$ cat src/rtl/key_debounce_multi.sv
// Multi-channel key debouncer: per-channel synchroniser, cycle-exact stability window,
// debounced level plus press / release / long-press one-cycle event pulses.
module key_debounce_multi #(
  parameter int NUM_KEYS        = 4,
  parameter int SYNC_STAGES     = 2,
  parameter int DEBOUNCE_CYCLES = 1_300_000,
  parameter int LONG_CYCLES     = 65_000_000,
  parameter int ACTIVE_LOW      = 1
) (
  input  logic                clk,
  input  logic                rst_n,
  input  logic [NUM_KEYS-1:0] ikey,
  output logic [NUM_KEYS-1:0] okey,
  output logic [NUM_KEYS-1:0] pressed,
  output logic [NUM_KEYS-1:0] press,
  // "release" is a reserved SystemVerilog keyword, hence the prefix
  output logic [NUM_KEYS-1:0] key_release,
  output logic [NUM_KEYS-1:0] long_press
);

  localparam logic           IDLE    = (ACTIVE_LOW != 0) ? 1'b1 : 1'b0;
  localparam int             CW      = $clog2(DEBOUNCE_CYCLES + 1);
  localparam logic [CW-1:0]  DB_LAST = CW'(DEBOUNCE_CYCLES - 1);
  localparam logic [CW-1:0]  CNT_ONE = CW'(1);
  localparam logic [CW-1:0]  CNT_ZERO = CW'(0);

  if (SYNC_STAGES < 2 || DEBOUNCE_CYCLES < 1 || NUM_KEYS < 1) begin : g_param_err
    $error("key_debounce_multi: illegal parameters (SYNC_STAGES>=2, DEBOUNCE_CYCLES>=1, NUM_KEYS>=1)");
  end

  for (genvar i = 0; i < NUM_KEYS; i++) begin : g_ch
    logic [SYNC_STAGES-1:0] sync_r;
    logic [CW-1:0]          cnt_r;
    logic                   okey_r;
    logic                   pressed_r;
    logic                   press_r;
    logic                   release_r;
    logic                   s_s;
    logic                   upd_s;

    assign s_s            = sync_r[SYNC_STAGES-1];
    assign okey[i]        = okey_r;
    assign pressed[i]     = pressed_r;
    assign press[i]       = press_r;
    assign key_release[i] = release_r;

    // Accept the new level on the last cycle of an unbroken stability window
    always_comb begin
      upd_s = 1'b0;
      if ((s_s != okey_r) && (cnt_r == DB_LAST)) begin
        upd_s = 1'b1;
      end else begin
        upd_s = 1'b0;
      end
    end

    // Synchroniser, debounce window and level/edge registers
    always_ff @(posedge clk or negedge rst_n) begin
      if (!rst_n) begin
        sync_r    <= {SYNC_STAGES{IDLE}};
        cnt_r     <= CNT_ZERO;
        okey_r    <= IDLE;
        pressed_r <= 1'b0;
        press_r   <= 1'b0;
        release_r <= 1'b0;
      end else begin
        sync_r    <= {sync_r[SYNC_STAGES-2:0], ikey[i]};
        press_r   <= 1'b0;
        release_r <= 1'b0;
        if (s_s == okey_r) begin
          cnt_r <= CNT_ZERO;
        end else if (upd_s) begin
          cnt_r     <= CNT_ZERO;
          okey_r    <= s_s;
          pressed_r <= s_s ^ IDLE;
          press_r   <= s_s ^ IDLE;
          release_r <= ~(s_s ^ IDLE);
        end else begin
          cnt_r <= cnt_r + CNT_ONE;
        end
      end
    end

    if (LONG_CYCLES > 0) begin : g_long
      localparam int            HW     = $clog2(LONG_CYCLES + 1);
      localparam logic [HW-1:0] H_LAST = HW'(LONG_CYCLES - 1);
      localparam logic [HW-1:0] H_SAT  = HW'(LONG_CYCLES);
      localparam logic [HW-1:0] H_ONE  = HW'(1);
      localparam logic [HW-1:0] H_ZERO = HW'(0);

      logic [HW-1:0] hcnt_r;
      logic          long_r;

      assign long_press[i] = long_r;

      // Hold counter saturates past the threshold so each press yields one pulse
      always_ff @(posedge clk or negedge rst_n) begin
        if (!rst_n) begin
          hcnt_r <= H_ZERO;
          long_r <= 1'b0;
        end else begin
          long_r <= 1'b0;
          if (upd_s) begin
            hcnt_r <= H_ZERO;
          end else if (pressed_r) begin
            if (hcnt_r == H_LAST) begin
              long_r <= 1'b1;
              hcnt_r <= H_SAT;
            end else if (hcnt_r != H_SAT) begin
              hcnt_r <= hcnt_r + H_ONE;
            end else begin
              hcnt_r <= hcnt_r;
            end
          end else begin
            hcnt_r <= H_ZERO;
          end
        end
      end
    end else begin : g_no_long
      assign long_press[i] = 1'b0;
    end
  end

endmodule

$ cat config.mk
export PLATFORM = sky130hd
export DESIGN_NAME = key_debounce_multi
export DESIGN_NICKNAME = d
export VERILOG_FILES = /design/src/rtl/key_debounce_multi.sv
export SDC_FILE = /design/constraint.sdc
export NUM_CORES = 1
export LEC_CHECK = 0
export BUFFER_PORTS_ARGS = -buffer_cell sky130_fd_sc_hd__buf_2
export CELL_PAD_IN_SITES_DETAIL_PLACEMENT = 1
export CELL_PAD_IN_SITES_GLOBAL_PLACEMENT = 2
export CORE_UTILIZATION = 41
export DETAILED_ROUTE_END_ITERATION = 8
export HOLD_SLACK_MARGIN = 0.12
export PLACE_DENSITY = 0.81
export SYNTH_ARGS = -nofsm -noshare
export SYNTH_HDL_FRONTEND = slang
export SYNTH_SLANG_ARGS = --single-unit
$ cat constraint.sdc
create_clock -name clk -period 2.6 [get_ports clk]
set_clock_uncertainty 0.2 [all_clocks]
set_input_delay 0.13 -clock clk [delete_from_list [all_inputs] [get_ports clk]]
set_output_delay 0.13 -clock clk [all_outputs]
set_load 0.01 [all_outputs]
==> load_flow_metrics.sql <==
INSERT INTO impl_metrics (metric_group, metric, value, unit) VALUES
('run_status', 'run_status', 'completed', ''),
('critical_path', 'worstRegToRegCells', '7', ''),
('sta', 'transition_time_of_the_tightest_slew_check_pin', '0.725', 'ns'),
('logic_synthesis', 'postSynth.asyncResetShare', '100', '%'),
('finish', 'post_layout_nonfiller_instances', '1503', ''),
('route', 'drt-vias-per-instance', '5.27', ''),
('logic_synthesis', 'dominantRegCellSynth', 'dfrtp_1', ''),
('logic_synthesis', 'synthesis.yosys.warnings', '0', ''),
('finish', 'finish.utilization', '48.1', '%'),
('logic_synthesis', 'synth.cell_area', '10700', 'um2'),
('min_path', 'worst_hold_path.endpoint', 'g_ch[2].sync_r[1]$_DFF_PN1_', ''),
('placed_design', 'placedCellCount', '1449', ''),
('finish', 'antenna_cells_inserted', '0', ''),
('sta', 'maxSlewViolCount', '0', ''),
('critical_path', 'cpPeakStageDelay', '0.55', 'ns'),
('clock_network', 'clock_tree.htree_level_count', '1', ''),
('die', 'floorplan.die_area', '26800', 'um2'),
('route', 'detail_route.iter0.violations', '443', ''),
('sta', 'hold_violations', '0', ''),
('finish', 'flow.area_growth_from_synthesis', '14.0', '%'),
('critical_path', 'worstSetupStartpointType', 'flop', ''),
('clock_network', 'insertion_delay', '0.52', 'ns'),
('global_routing', 'grt_usage', '19.0', '%'),
('sta', 'layout_worst_path_cycle_share', '93.5', '%'),
('critical_path', 'rr_startpoint', 'g_ch[1].cnt_r[0]$_DFF_PN0_', ''),
('critical_path', 'arrival', '2.62', 'ns'),
('placed_design', 'postPlaceCellArea', '11300', 'um2'),
('power', 'reported_leakage_power', '4.90', 'nW'),
('critical_path', 'crit_path_top_delay_cell', 'or4_1', ''),
('finish', 'final_area', '12200', 'um2'),
('sta', 'fin_crit', '2.43', 'ns'),
('route', 'dr.pass1.iters', '4', ''),
('global_routing', 'grtUsageMet2', '31.0', '%'),
('die', 'floorplan.die.width', '164', 'um'),
('finish', 'n_fill_cell', '2871', ''),
('logic_synthesis', 'yosysTopAreaCell', 'dfrtp_1', ''),
('min_path', 'holdPathStages', '0', ''),
('min_path', 'timing.hold.worst.start', 'g_ch[2].sync_r[0]$_DFF_PN1_', ''),
('placed_design', 'gpl.final_weighted_congestion', '0.757', ''),
('critical_path', 'worst_ep_required_time', '2.79', 'ns'),
('route', 'vias', '7925', ''),
('logic_synthesis', 'synthesis.nets', '1124', ''),
('critical_path', 'end_kind', 'flop', ''),
('placed_design', 'placement.io_buffers', '25', ''),
('global_routing', 'gr-max-usage-layer', 'met2', ''),
('route', 'routed_wire_per_std_cell', '15.9', 'um'),
('critical_path', 'timing.critical_path.cells', 'ha_1, nand4_1, or4_1, o41ai_2, buf_4, nand2b_1, nor2_1', ''),
('route', 'drc', '0', ''),
('critical_path', 'reg2reg_slack', '0.17', 'ns'),
('min_path', 'class_of_the_tightest_hold_or_removal_check', 'reg2reg', ''),
('global_routing', 'gr-usage-met1', '26.7', '%'),
('logic_synthesis', 'syn-instance-count', '1106', ''),
('logic_synthesis', 'synthTopCellsByArea', 'dfrtp_1 (48%), nor2_1 (7.6%), xnor2_1 (7.3%)', ''),
('clock_network', 'cts.root.buffer_cell', 'clkbuf_16', ''),
('sta', 'rsz_0062_raised_after_global_routing', 'false', ''),
('run', 'max_cap_violations', '0', ''),
('logic_synthesis', 'ys_types', '53', ''),
('clock_network', 'clkTransAtPathRegs', '0.06', 'ns'),
('sta', 'setup_viol_count_final', '0', ''),
('finish', 'layout.nets', '1174', ''),
('global_routing', 'antenna_violations_before_repair', '0', ''),
('critical_path', 'timing.critical_path.fanout_max', '12', ''),
('sta', 'timing.fmax', '0.411', 'GHz'),
('placed_design', 'detailed_place_hpwl', '16200', 'um'),
('die', 'design.core.area', '25400', 'um2'),
('clock_network', 'cts_buffers', '25', ''),
('logic_synthesis', 'seq_area_frac_synth', '50.6', '%'),
('logic_synthesis', 'yosys_register_bits', '216', ''),
('clock_network', 'tritoncts', 'yes', ''),
('logic_synthesis', 'yosysTopAreaCellShare', '47.7', '%'),
('global_routing', 'grt_max_degree', '69', '');
-- worst max path at each step --
| stage | start | end | cells past startpoint |
|---|---|---|---|
| 2_1_floorplan | g_ch[1].cnt_r[0]$_DFF_PN0_ | g_ch[1].cnt_r[15]$_DFF_PN0_ | 8 |
| 3_3_place_gp | g_ch[1].cnt_r[0]$_DFF_PN0_ | g_ch[1].g_long.hcnt_r[3]$_DFFE_PN0P_ | 7 |
| 3_5_place_dp | g_ch[1].cnt_r[0]$_DFF_PN0_ | g_ch[1].g_long.hcnt_r[10]$_DFFE_PN0P_ | 7 |
| 4_1_cts | g_ch[1].cnt_r[0]$_DFF_PN0_ | g_ch[1].g_long.hcnt_r[10]$_DFFE_PN0P_ | 7 |
| 5_1_grt | g_ch[1].cnt_r[0]$_DFF_PN0_ | g_ch[1].g_long.hcnt_r[21]$_DFFE_PN0P_ | 7 |
| 6_report | g_ch[1].cnt_r[0]$_DFF_PN0_ | g_ch[1].g_long.hcnt_r[4]$_DFFE_PN0P_ | 7 |
-- layer usage --
layer  part of all wire (%)  routed length (um)
met5                      0                   0
met3                    2.6                 627
met1                     49               11700
met2                     47               11100
met4                    2.0                 469
-- cell families after synthesis --
family | after synthesis | share of synthesized area, %
and+or+nand+nor | 596 | 28.3
DFF | 216 | 50.6
xor gates and xnor gates | 168 | 13.7
buffers and inverters | 79 | 3.67
AOI/OAI and AO/OA | 30 | 1.79
adders and majority gates | 12 | 1.40
muxes | 5 | 0.491
-- what timing repair did --
action | 4_1_cts | 5_1_grt
buffers inserted | 0 | 0
endpoints found under the setup margin | 0 | 25
hold buffers | 10 | 0
endpoints found under the hold margin | 212 | 0
gates resized for setup | 0 | 2
-- state kept, by name, indices dropped and copies added, names as in the netlist --
signal	count
g_ch.sync_r	8
g_ch.okey_r	4
g_ch.release_r	4
g_ch.cnt_r	84
g_ch.press_r	4
g_ch.g_long.hcnt_r	104
g_ch.g_long.long_r	4
g_ch.pressed_r	4
-- Yosys cell counts (3+ instances only) --
master    instances
nor4_1           32
nor3_1           36
a21oi_1          11
or4_1            11
xor2_1           79
clkbuf_1         14
dfstp_2          12
or3b_2            3
o21ai_0           7
or3_1             9
nand3_1          83
and2_1            7
dfrtp_1         204
nor4bb_1          3
nand4_1          48
and4_1           14
and3_1           27
mux2i_1           3
buf_4            22
nand2_1          64
nor3b_1           8
or2_2             3
buf_2            11
nor2_1          217
nand4b_1          6
inv_1            31
nand2b_1          7
xnor2_1          89
ha_1             12
-- where the power goes --
| part | internal (W) | switching, W | leakage (nW) |
|---|---|---|---|
| logic | 0.0000467 | 0.000110 | 1.54 |
| registers | 0.00339 | 0.0000220 | 2.97 |
| clock network | 0.00208 | 0.00136 | 0.402 |
-- cells in the final DEF (no fill, tap or decap), types with 27 or more instances in the layout --
cell type and instances:
dfrtp_1 204, nor2_1 217, xnor2_1 89, nand3_1 83, nand2_1 64, xor2_1 79
inv_1 31, and3_1 27, nor3_1 36, buf_4 33, nand4_1 48, nor4_1 32
-- per-stage QoR --
stage	worst slack (ns)	total power [W]	hold slack, ns
floorplan	0.255	0.00352	-0.366
CTS	0.0862	0.00714	0.156
detailed placement	0.104	0.00362	-0.0765
global route	0.00660	0.00728	0.157
global placement	0.215	0.00362	-0.0705
finish	0.169	0.00701	0.155
-- area by class of cell --
| cell class | instances | area [um2] | share of cell area (%) |
|---|---|---|---|
| well taps | 330 | 413 | 3.38 |
| repair buffers | 71 | 543 | 4.45 |
| inverters | 31 | 116 | 0.953 |
| clock buffers | 39 | 758 | 6.21 |
| clock inverters | 5 | 50.0 | 0.410 |
| multi-input cells | 811 | 4910 | 40.2 |
| flip-flops and latches | 216 | 5420 | 44.4 |
-- critical path: cells and delay by family (launching register included) --
family / cells / cell delay [ns]
buf+inv: 1 / 0.24
flops: 1 / 0.39
simple gates: 4 / 1.02
fa+ha+maj: 1 / 0.25
compound gates: 1 / 0.21
No activity file was read; power rests on OpenSTA's default activity.
